[src/rtl/vec_operand_streamer_pkg.sv]
// Shared types and constants for the vector operand streamer.
package vec_operand_streamer_pkg;

    localparam int unsigned FSIZE     = 32;
    localparam int unsigned VS_ADDR_W = 12;

    typedef struct packed {
        logic [VS_ADDR_W-1:0] src1;
        logic [VS_ADDR_W-1:0] src2;
        logic [VS_ADDR_W:0]   len;
        logic [FSIZE-1:0]     p;
    } vec_stream_cmd_t;

    typedef enum logic [1:0] {
        ST_IDLE,
        ST_ISSUE,
        ST_DRAIN
    } vs_state_t;

endpackage

[src/rtl/vec_operand_streamer_if.sv]
// Command, operand-memory read and beat-stream signals of the streamer.
interface vec_operand_streamer_if
    import vec_operand_streamer_pkg::*;
#(
    parameter int unsigned ADDR_W = VS_ADDR_W
);
    logic              cmd_valid;
    logic              cmd_ready;
    logic [ADDR_W-1:0] cmd_src1;
    logic [ADDR_W-1:0] cmd_src2;
    logic [ADDR_W:0]   cmd_len;
    logic [FSIZE-1:0]  cmd_p;
    logic              hold;
    logic              mem1_rd_en;
    logic [ADDR_W-1:0] mem1_rd_addr;
    logic [FSIZE-1:0]  mem1_rd_data;
    logic              mem2_rd_en;
    logic [ADDR_W-1:0] mem2_rd_addr;
    logic [FSIZE-1:0]  mem2_rd_data;
    logic [FSIZE-1:0]  op1;
    logic [FSIZE-1:0]  op2;
    logic [FSIZE-1:0]  p;
    logic              out_valid;
    logic              out_last;
    logic              busy;
    logic              done;

    // Streamer side
    modport master (
        input  cmd_valid, cmd_src1, cmd_src2, cmd_len, cmd_p, hold,
               mem1_rd_data, mem2_rd_data,
        output cmd_ready, mem1_rd_en, mem1_rd_addr, mem2_rd_en, mem2_rd_addr,
               op1, op2, p, out_valid, out_last, busy, done
    );

    // Command source, memories and beat consumer side
    modport slave (
        output cmd_valid, cmd_src1, cmd_src2, cmd_len, cmd_p, hold,
               mem1_rd_data, mem2_rd_data,
        input  cmd_ready, mem1_rd_en, mem1_rd_addr, mem2_rd_en, mem2_rd_addr,
               op1, op2, p, out_valid, out_last, busy, done
    );

endinterface

[src/rtl/vec_operand_streamer_fifo.sv]
// Fixed-latency shift-register delay line (CYCLES stages, reset to zero).
module FifoBuffer #(
    parameter int unsigned DATA_SIZE = 2,
    parameter int unsigned CYCLES    = 1
) (
    input  logic                 clk,
    input  logic                 rst,
    input  logic [DATA_SIZE-1:0] in_data,
    output logic [DATA_SIZE-1:0] out_data
);
    logic [DATA_SIZE-1:0] stage_q [CYCLES];

    // Shift the input through CYCLES register stages
    always_ff @(posedge clk or posedge rst) begin
        if (rst) begin
            for (int unsigned i = 0; i < CYCLES; i++) begin
                stage_q[i] <= '0;
            end
        end else begin
            stage_q[0] <= in_data;
            for (int unsigned i = 1; i < CYCLES; i++) begin
                stage_q[i] <= stage_q[i-1];
            end
        end
    end

    assign out_data = stage_q[CYCLES-1];

endmodule

[src/rtl/vec_operand_streamer.sv]
// Issues paired operand-memory reads for one vector command and streams
// aligned op1/op2/p beats with valid/last framing, then pulses done.
module vec_operand_streamer
    import vec_operand_streamer_pkg::*;
#(
    parameter int unsigned ADDR_W = VS_ADDR_W,
    parameter int unsigned RD_LAT = 1
) (
    input  logic                   clk,
    input  logic                   rst,
    vec_operand_streamer_if.master bus
);
    localparam int unsigned     FLT_W   = $clog2(RD_LAT + 3);
    localparam logic [ADDR_W:0] LEN_ONE = (ADDR_W + 1)'(1);
    localparam logic [FLT_W-1:0] FLT_ONE = FLT_W'(1);

    vs_state_t         state_q, state_d;
    logic [ADDR_W-1:0] src1_q, src2_q;
    logic [ADDR_W:0]   len_q, cnt_q;
    logic [FSIZE-1:0]  p_q, op1_q, op2_q;
    logic              out_valid_q, out_last_q, done_q;
    logic [FLT_W-1:0]  inflight_q, inflight_d;
    logic              accept, issue, issue_last, drained, done_d;
    logic [1:0]        tag_out;

    // Valid/last tags travel alongside the memory read latency
    FifoBuffer #(
        .DATA_SIZE(2),
        .CYCLES   (RD_LAT)
    ) u_tag_delay (
        .clk     (clk),
        .rst     (rst),
        .in_data ({issue, issue_last}),
        .out_data(tag_out)
    );

    // Issue decode, in-flight bookkeeping and next-state logic
    always_comb begin
        state_d    = state_q;
        accept     = (state_q == ST_IDLE) && bus.cmd_valid;
        issue      = (state_q == ST_ISSUE) && !bus.hold;
        issue_last = issue && (cnt_q == len_q - LEN_ONE);
        inflight_d = inflight_q;
        if (issue && !out_valid_q) begin
            inflight_d = inflight_q + FLT_ONE;
        end else if (!issue && out_valid_q) begin
            inflight_d = inflight_q - FLT_ONE;
        end
        // Looking at the post-update count registers done one cycle after the
        // final beat, which also yields the two-cycle zero-length turnaround.
        drained = (inflight_d == '0);
        done_d  = (state_q == ST_DRAIN) && drained;
        case (state_q)
            ST_IDLE:  if (bus.cmd_valid) state_d = (bus.cmd_len == '0) ? ST_DRAIN : ST_ISSUE;
            ST_ISSUE: if (issue_last) state_d = ST_DRAIN;
            ST_DRAIN: if (drained) state_d = ST_IDLE;
            default:  state_d = ST_IDLE;
        endcase
    end

    // State, command latch, issue counter and in-flight counter
    always_ff @(posedge clk or posedge rst) begin
        if (rst) begin
            state_q    <= ST_IDLE;
            src1_q     <= '0;
            src2_q     <= '0;
            len_q      <= '0;
            p_q        <= '0;
            cnt_q      <= '0;
            inflight_q <= '0;
            done_q     <= 1'b0;
        end else begin
            state_q    <= state_d;
            inflight_q <= inflight_d;
            done_q     <= done_d;
            if (accept) begin
                src1_q <= bus.cmd_src1;
                src2_q <= bus.cmd_src2;
                len_q  <= bus.cmd_len;
                p_q    <= bus.cmd_p;
                cnt_q  <= '0;
            end else if (issue) begin
                cnt_q <= cnt_q + LEN_ONE;
            end
        end
    end

    // Output register: capture memory data together with its delayed tags
    always_ff @(posedge clk or posedge rst) begin
        if (rst) begin
            out_valid_q <= 1'b0;
            out_last_q  <= 1'b0;
            op1_q       <= '0;
            op2_q       <= '0;
        end else begin
            out_valid_q <= tag_out[1];
            out_last_q  <= tag_out[1] & tag_out[0];
            if (tag_out[1]) begin
                op1_q <= bus.mem1_rd_data;
                op2_q <= bus.mem2_rd_data;
            end
        end
    end

    // Drive the interface outputs
    always_comb begin
        bus.cmd_ready    = (state_q == ST_IDLE);
        bus.busy         = (state_q != ST_IDLE);
        bus.mem1_rd_en   = issue;
        bus.mem2_rd_en   = issue;
        bus.mem1_rd_addr = issue ? src1_q + cnt_q[ADDR_W-1:0] : '0;
        bus.mem2_rd_addr = issue ? src2_q + cnt_q[ADDR_W-1:0] : '0;
        bus.op1          = op1_q;
        bus.op2          = op2_q;
        bus.p            = p_q;
        bus.out_valid    = out_valid_q;
        bus.out_last     = out_last_q;
        bus.done         = done_q;
    end

endmodule

[src/flat_wrapper.sv]
// flat-port wrapper written by rule: the top's interface ports become plain ports
module vec_operand_streamer_flat import vec_operand_streamer_pkg::*;
#(
    parameter int unsigned ADDR_W = VS_ADDR_W,
    parameter int unsigned RD_LAT = 1
)
  (clk, rst, bus_cmd_valid, bus_cmd_src1, bus_cmd_src2, bus_cmd_len, bus_cmd_p, bus_hold, bus_mem1_rd_data, bus_mem2_rd_data, bus_cmd_ready, bus_mem1_rd_en, bus_mem1_rd_addr, bus_mem2_rd_en, bus_mem2_rd_addr, bus_op1, bus_op2, bus_p, bus_out_valid, bus_out_last, bus_busy, bus_done);
  vec_operand_streamer_if #(.ADDR_W(ADDR_W)) bus_i ();
  input  logic clk;
  input  logic rst;
  input wire logic [$bits(bus_i.cmd_valid)-1:0] bus_cmd_valid;
  input wire logic [$bits(bus_i.cmd_src1)-1:0] bus_cmd_src1;
  input wire logic [$bits(bus_i.cmd_src2)-1:0] bus_cmd_src2;
  input wire logic [$bits(bus_i.cmd_len)-1:0] bus_cmd_len;
  input wire logic [$bits(bus_i.cmd_p)-1:0] bus_cmd_p;
  input wire logic [$bits(bus_i.hold)-1:0] bus_hold;
  input wire logic [$bits(bus_i.mem1_rd_data)-1:0] bus_mem1_rd_data;
  input wire logic [$bits(bus_i.mem2_rd_data)-1:0] bus_mem2_rd_data;
  output wire logic [$bits(bus_i.cmd_ready)-1:0] bus_cmd_ready;
  output wire logic [$bits(bus_i.mem1_rd_en)-1:0] bus_mem1_rd_en;
  output wire logic [$bits(bus_i.mem1_rd_addr)-1:0] bus_mem1_rd_addr;
  output wire logic [$bits(bus_i.mem2_rd_en)-1:0] bus_mem2_rd_en;
  output wire logic [$bits(bus_i.mem2_rd_addr)-1:0] bus_mem2_rd_addr;
  output wire logic [$bits(bus_i.op1)-1:0] bus_op1;
  output wire logic [$bits(bus_i.op2)-1:0] bus_op2;
  output wire logic [$bits(bus_i.p)-1:0] bus_p;
  output wire logic [$bits(bus_i.out_valid)-1:0] bus_out_valid;
  output wire logic [$bits(bus_i.out_last)-1:0] bus_out_last;
  output wire logic [$bits(bus_i.busy)-1:0] bus_busy;
  output wire logic [$bits(bus_i.done)-1:0] bus_done;
  assign bus_i.cmd_valid = bus_cmd_valid;
  assign bus_i.cmd_src1 = bus_cmd_src1;
  assign bus_i.cmd_src2 = bus_cmd_src2;
  assign bus_i.cmd_len = bus_cmd_len;
  assign bus_i.cmd_p = bus_cmd_p;
  assign bus_i.hold = bus_hold;
  assign bus_i.mem1_rd_data = bus_mem1_rd_data;
  assign bus_i.mem2_rd_data = bus_mem2_rd_data;
  assign bus_cmd_ready = bus_i.cmd_ready;
  assign bus_mem1_rd_en = bus_i.mem1_rd_en;
  assign bus_mem1_rd_addr = bus_i.mem1_rd_addr;
  assign bus_mem2_rd_en = bus_i.mem2_rd_en;
  assign bus_mem2_rd_addr = bus_i.mem2_rd_addr;
  assign bus_op1 = bus_i.op1;
  assign bus_op2 = bus_i.op2;
  assign bus_p = bus_i.p;
  assign bus_out_valid = bus_i.out_valid;
  assign bus_out_last = bus_i.out_last;
  assign bus_busy = bus_i.busy;
  assign bus_done = bus_i.done;
  vec_operand_streamer #(.ADDR_W(ADDR_W), .RD_LAT(RD_LAT)) u_core (.clk(clk), .rst(rst), .bus(bus_i));
endmodule
[config.mk]
export PLATFORM = sky130hd
export DESIGN_NAME = vec_operand_streamer_flat
export DESIGN_NICKNAME = d
export VERILOG_FILES = /design/src/rtl/vec_operand_streamer_pkg.sv /design/src/rtl/vec_operand_streamer_if.sv /design/src/rtl/vec_operand_streamer_fifo.sv /design/src/rtl/vec_operand_streamer.sv /design/src/flat_wrapper.sv
export SDC_FILE = /design/constraint.sdc
export NUM_CORES = 1
export LEC_CHECK = 0
export ABC_AREA = 1
export ABC_CLOCK_PERIOD_IN_PS = 7100
export CAP_MARGIN = 20
export CORE_MARGIN = 10
export CORE_UTILIZATION = 46
export CTS_BUF_LIST = sky130_fd_sc_hd__clkbuf_16
export CTS_CLUSTER_DIAMETER = 100
export DETAILED_ROUTE_END_ITERATION = 7
export MAX_ROUTING_LAYER = met4
export PLACE_DENSITY = 0.85
export SLEW_MARGIN = 40
export SYNTH_ARGS = -nofsm -noshare
export SYNTH_HDL_FRONTEND = slang
export SYNTH_SLANG_ARGS = --single-unit
[constraint.sdc]
create_clock -name clk -period 7.1 [get_ports clk]
set_clock_uncertainty 0.2 [all_clocks]
set_input_delay 1.42 -clock clk [delete_from_list [all_inputs] [get_ports clk]]
set_output_delay 1.42 -clock clk [all_outputs]
set_load 0.01 [all_outputs]
======== Word-level counts from Yosys, hierarchy flattened ========
Index checks and enable logic that the tools add are counted.
storage, ports and cells
  output and inout bits ................... 127
  register bits ........................... 155
  input port bits ......................... 137
operators by class
  reduce and logical (&&, ||, !) cells .... 15
  eq/ne operators ......................... 6
  $add $sub $neg .......................... 6
  bitwise logic cells ..................... 1
  muxes and demuxes ....................... 11
operator list
  kind                                                                    count
  13-bit two-way mux                                                      2
  12-bit adder                                                            2
  12-bit two-way mux                                                      2
  13-bit by 1-bit adder with 13-bit output (second input constant)        1
  13-bit equality test                                                    1
  13-bit logical NOT                                                      1
  13-bit by 1-bit subtractor with 13-bit output (second input constant)   1
  2-bit two-way mux                                                       6
  1-bit logical AND                                                       6
  2-bit one-hot mux with 3 select lines                                   1
  2-bit logical NOT                                                       2
  2-bit by 1-bit != test with 1-bit output (second input constant)        2
  2-bit nonzero test                                                      2
  1-bit logical NOT                                                       3
  3-bit AND reduction                                                     1
  2-bit by 1-bit adder with 2-bit output (second input constant)          1
  2-bit by 1-bit equality test with 1-bit output (second input constant)  1
  2-bit equality test (second input constant)                             1
  2-bit != test (second input constant)                                   1
  2-bit by 1-bit subtractor with 2-bit output (second input constant)     1
  1-bit AND                                                               1

======== Logic depth before layout (Yosys ltp) ========
  depth in word-level cells ............... 9
  depth in mapped cells ................... 15
  depth with buffers taken out ............ 15

======== Hierarchy ========
From an unflattened synthesis, not the netlist that was laid out.
unflattened totals
  cell total of the unflattened synthesis .. 839
  area, all modules ....................... 7626.1 sq um
modules (own cells, without submodules)
  module                cells each  seq. area each (sq um)  times used  area an instance (sq um)
  vec_operand_streamer  836         3828.7                  1           7572.3
  FifoBuffer            3           50.0                    1           53.8

======== Least setup slack after synthesis ========
No wires, ideal clock.
  path type ............................... input -> output
  start ................................... input bus_hold
  end ..................................... output bus_mem1_rd_addr[10]
  arrival ................................. 2337 ps
  stages .................................. 5
  setup slack ............................. 3143 ps
  data required time ...................... 5480 ps
  cell sequence ........................... nor3_2 -> buf_2 -> buf_2 -> o21ai_0 -> a21oi_1
between the ends
  word-level cells in the longest chain between the ends .. 3
RTL lines
  element             RTL line                     text
  from (decl)         flat_wrapper.sv:16           input wire logic [$bits(bus_i.hold)-1:0] bus_hold;
  1-bit logical NOT   vec_operand_streamer.sv:41   issue = (state_q == ST_ISSUE) && !bus.hold;
  1-bit logical AND   vec_operand_streamer.sv:41
  via bus_mem1_rd_en  flat_wrapper.sv:20           output wire logic [$bits(bus_i.mem1_rd_en)-1:0] bus_mem1_rd_en;
  12-bit two-way mux  vec_operand_streamer.sv:111  bus.mem1_rd_addr = issue ? src1_q + cnt_q[ADDR_W-1:0] : '0;
  to (decl)           flat_wrapper.sv:21           output wire logic [$bits(bus_i.mem1_rd_addr)-1:0] bus_mem1_rd_addr;
The timed path passes the listed nets, and every way through them passes these cells.

======== Worst setup path after layout ========
  start ................................... input bus_hold
  end ..................................... output bus_mem1_rd_addr[11]
between the ends
  word-level cells in the longest chain between the ends .. 3
RTL lines
  element             RTL line
  1-bit logical NOT   vec_operand_streamer.sv:41
  1-bit logical AND   vec_operand_streamer.sv:41
  12-bit two-way mux  vec_operand_streamer.sv:111
No other way between the ends.

==> summary.txt <==
Clock tree
  • TritonCTS Buffers: 17
  • CTS sink count: 155
  • TritonCTS clock tree: yes
  • Longest Clk Path Bufs: 2
  • Root Buffer: clkbuf_16
  • Clock slew at reported path FFs: 0.06 ns
  • Worst-Skew Late Latency: 0.42 ns
  • Setup Fix Bufs, Post-CTS: 0
  • Hold buffers post-CTS: 0
  • Post_cts resized: 0
  • H-tree depth: 4

Cells and area
  • Multi-input gate area: 3400 µm²
  • Nets: 1275
  • P&R area growth vs syn: 44.2%
  • Fill count: 1251
  • Ant diodes: 0
  • Layout cells sized above 1: 0.102
  • Seq. cell area: 3880 µm²

STA
  • Sum Neg Setup Slack: 0 ns
  • Fmax: 0.197 GHz
  • Final cycle utilization of the critical path: 0.716
  • RSZ-0062 raised after global routing: no
  • Crit path time final: 5.08 ns
  • Final setup vio count: 0
  • Final Hold Fails: 0
  • Slew Viols, Final: 0
  • Max-slew headroom: 0.473
  • Worst-Margin Slew: 0.791 ns

Route
  • Vias: 6697
  • Drt total wl: 23400 µm
  • DR pass1 iterations: 5
  • Routed Antenna Nets: 0
  • DR iter-0 viols: 377
  • WL per Instance: 17.5 µm
  • DRC viols: 0
  • Post-detailed-route via-to-cell ratio: 5.01

Power and ir drop
  • Cell Pwr Density: 415 nW/µm²
  • Net switching power: 1.68 mW
  • Leakage: 5.13 nW
  • Maximum vdd drop: 0.232 mV
  • Clock power share: 0.185
  • Power share of the combinational group: 0.475
  • Tot Pwr: 4.57 mW
  • Switching share of power: 0.369
  • Int Pwr: 2.88 mW
  • Sequential power share: 0.340

Die
  • Core area: 16100 µm²
  • Width of the die: 149 µm
  • Full die area: 22100 µm²
  • Starting Density: 0.475
  • # IOs: 264
  • FP Rows: 46
  • Die H: 149 µm

Critical path
  • Critical path class: input pin to output port
  • CP Launch Type: input pin
  • CP required: 5.48 ns
  • Worst EP arrival: 3.46 ns
  • Endpoint class of the critical path: output port
  • Crit Path Max Fanout: 16

GRT
  • First-pass GRT wire length: 36300 µm
  • Total GRT Usage: 0.215
  • Vias in the first global route: 6887
  • Largest net degree at the start of global routing: 104
  • Most Crowded Layer GR: met2
  • GR Layer Usage met1: 0.241
  • Initial antenna violation count: 0
  • M3 GR Usage: 0.0837
  • Met2 usage: 0.348
  • Global route overflow: 0

Synthesis
  • Cell variety after synth: 34
  • Synth Area per Inst: 8.94 µm²
  • Synthesized net count: 1015
  • Synth top area share: 0.509
  • Most frequent cell after synthesis: nand2_1
  • Ys async rst share: 1.00
  • Top cells by count, synth: nand2_1 (290), dfrtp_1 (155), mux2_2 (64)
  • Post-synth EDFFs: 0
  • Register area share after synthesis: 0.509
  • Gate Count Post-Synth: 852
  • Ys Warns: 0
  • Register bit total from synthesis: 155
  • Synth Flop Type: dfrtp_1
  • Top cell type by total area after synthesis: dfrtp_1
  • Synth Cell Area: 7620 µm²
  • Synth area leaders: dfrtp_1 (51%), nand2_1 (14%), mux2_2 (9.5%)

Flow run
  • Max cap viols: 0

Min path
  • Hold WC Path Type: flip-flop to flip-flop

Place
  • HPWL after detailed placement: 17900 µm
  • GP Congestion: 0.898
  • Port Buffers: 263

Outcome
  • Status: complete, no violations
logic make-up after synthesis:
kind of cell / after synthesis / share of synthesized area
compound gates: 95 / 0.0655
mux: 64 / 0.0946
fa+ha+maj: 26 / 0.0447
buf+inv: 86 / 0.0448
flops: 155 / 0.509
simple gates: 409 / 0.222
xor+xnor: 17 / 0.0195
final timing paths:
kind / depth (start not counted) / slack, ns / from / end
max reg2reg: 8 / 4.89 / u_core.state_q[1] / u_core.cnt_q[12]
min in group asynchronous: 2 / 1.33 / rst / u_core.bus.op1[12]
max: 6 / 2.02 / bus_hold / bus_mem1_rd_addr[11]
max in group asynchronous: 3 / 4.18 / rst / u_core.bus.p[2]
min: 2 / 0.24 / u_core.u_tag_delay.out_data[0] / u_core.bus.out_last
min reg2reg: 2 / 0.24 / u_core.u_tag_delay.out_data[0] / u_core.bus.out_last
critical path, cell delays in order:
cell	delay [ns]
clkdlybuf4s50_1	0.44
nor3_2	0.49
buf_4	0.30
o21ai_0	0.10
a21oi_1	0.13
clkdlybuf4s50_1	0.57
through the flow:
step / setup slack [ns] / utilization / instances / hold WS [ns] / instance area [µm²]
global placement: 2.08 / 0.651 / 1309 / 0.226 / 10400
floorplan: 1.30 / - / 852 / 0.170 / 7620
global route: 1.91 / 0.685 / 1338 / 0.276 / 11000
finish: 2.02 / 0.685 / 1338 / 0.237 / 11000
CTS: 2.02 / 0.684 / 1338 / 0.239 / 11000
detailed placement: 2.02 / 0.651 / 1309 / 0.226 / 10500
registers in the layout, summed over array words and instances (netlist names):
signal                       flops
u_core.src2_q                   12
u_core.len_q                    13
u_core.src1_q                   12
u_core.bus.out_valid             1
u_core.state_q                   2
u_core.bus.op1                  32
u_core.cnt_q                    13
u_core.bus.p                    32
u_core.bus.done                  1
u_core.inflight_q                2
u_core.bus.out_last              1
u_core.u_tag_delay.out_data      2
u_core.bus.op2                  32
power by group through the flow:
| stage | Sequential (mW) | Clock (mW) | Combinational, mW |
|---|---|---|---|
| 2_1_floorplan | 1.64 | 0 | 1.03 |
| 3_3_place_gp | 1.53 | 0 | 2.14 |
| 3_5_place_dp | 1.56 | 0 | 2.18 |
| 4_1_cts | 1.55 | 0.859 | 2.19 |
| 5_1_grt | 1.60 | 0.901 | 2.39 |
| 6_report | 1.55 | 0.843 | 2.17 |
per-layer routing:
metal / wire length, µm / vias to the layer above
met3: 2210 / 31
met1: 9360 / 3145
met2: 11400 / 235
li1: - / 3286
met4: 494 / 0
met5: 0 / -
layout make-up:
type | count | area share
sequential | 155 | 0.353
timing repair buffer | 268 | 0.243
multi-input combinational | 611 | 0.309
tap | 216 | 0.0246
inverter | 59 | 0.0208
clock inverter | 12 | 0.0102
clock buffer | 17 | 0.0387
placed cells by master (no fill, tap or decap), drive strengths merged:
master | netlist | routed
clkinvlp | 0 | 1
nor3 | 8 | 8
mux2 | 64 | 64
bufinv | 0 | 2
a31oi | 2 | 2
a21oi | 40 | 40
o2111ai | 1 | 1
nor2 | 62 | 62
xor2 | 11 | 11
and3 | 1 | 1
xnor2 | 6 | 6
dfrtp | 155 | 155
nand2 | 293 | 293
a21o | 4 | 4
o21ai | 45 | 45
inv | 58 | 62
o21bai | 2 | 2
ha | 24 | 24
nand4 | 9 | 9
buf | 15 | 5
clkinv | 1 | 6
nand3 | 36 | 36
clkbuf | 12 | 17
fa | 2 | 2
clkdlybuf4s50 | 0 | 263
o31ai | 1 | 1
No activity file was read; power rests on OpenSTA's default activity.
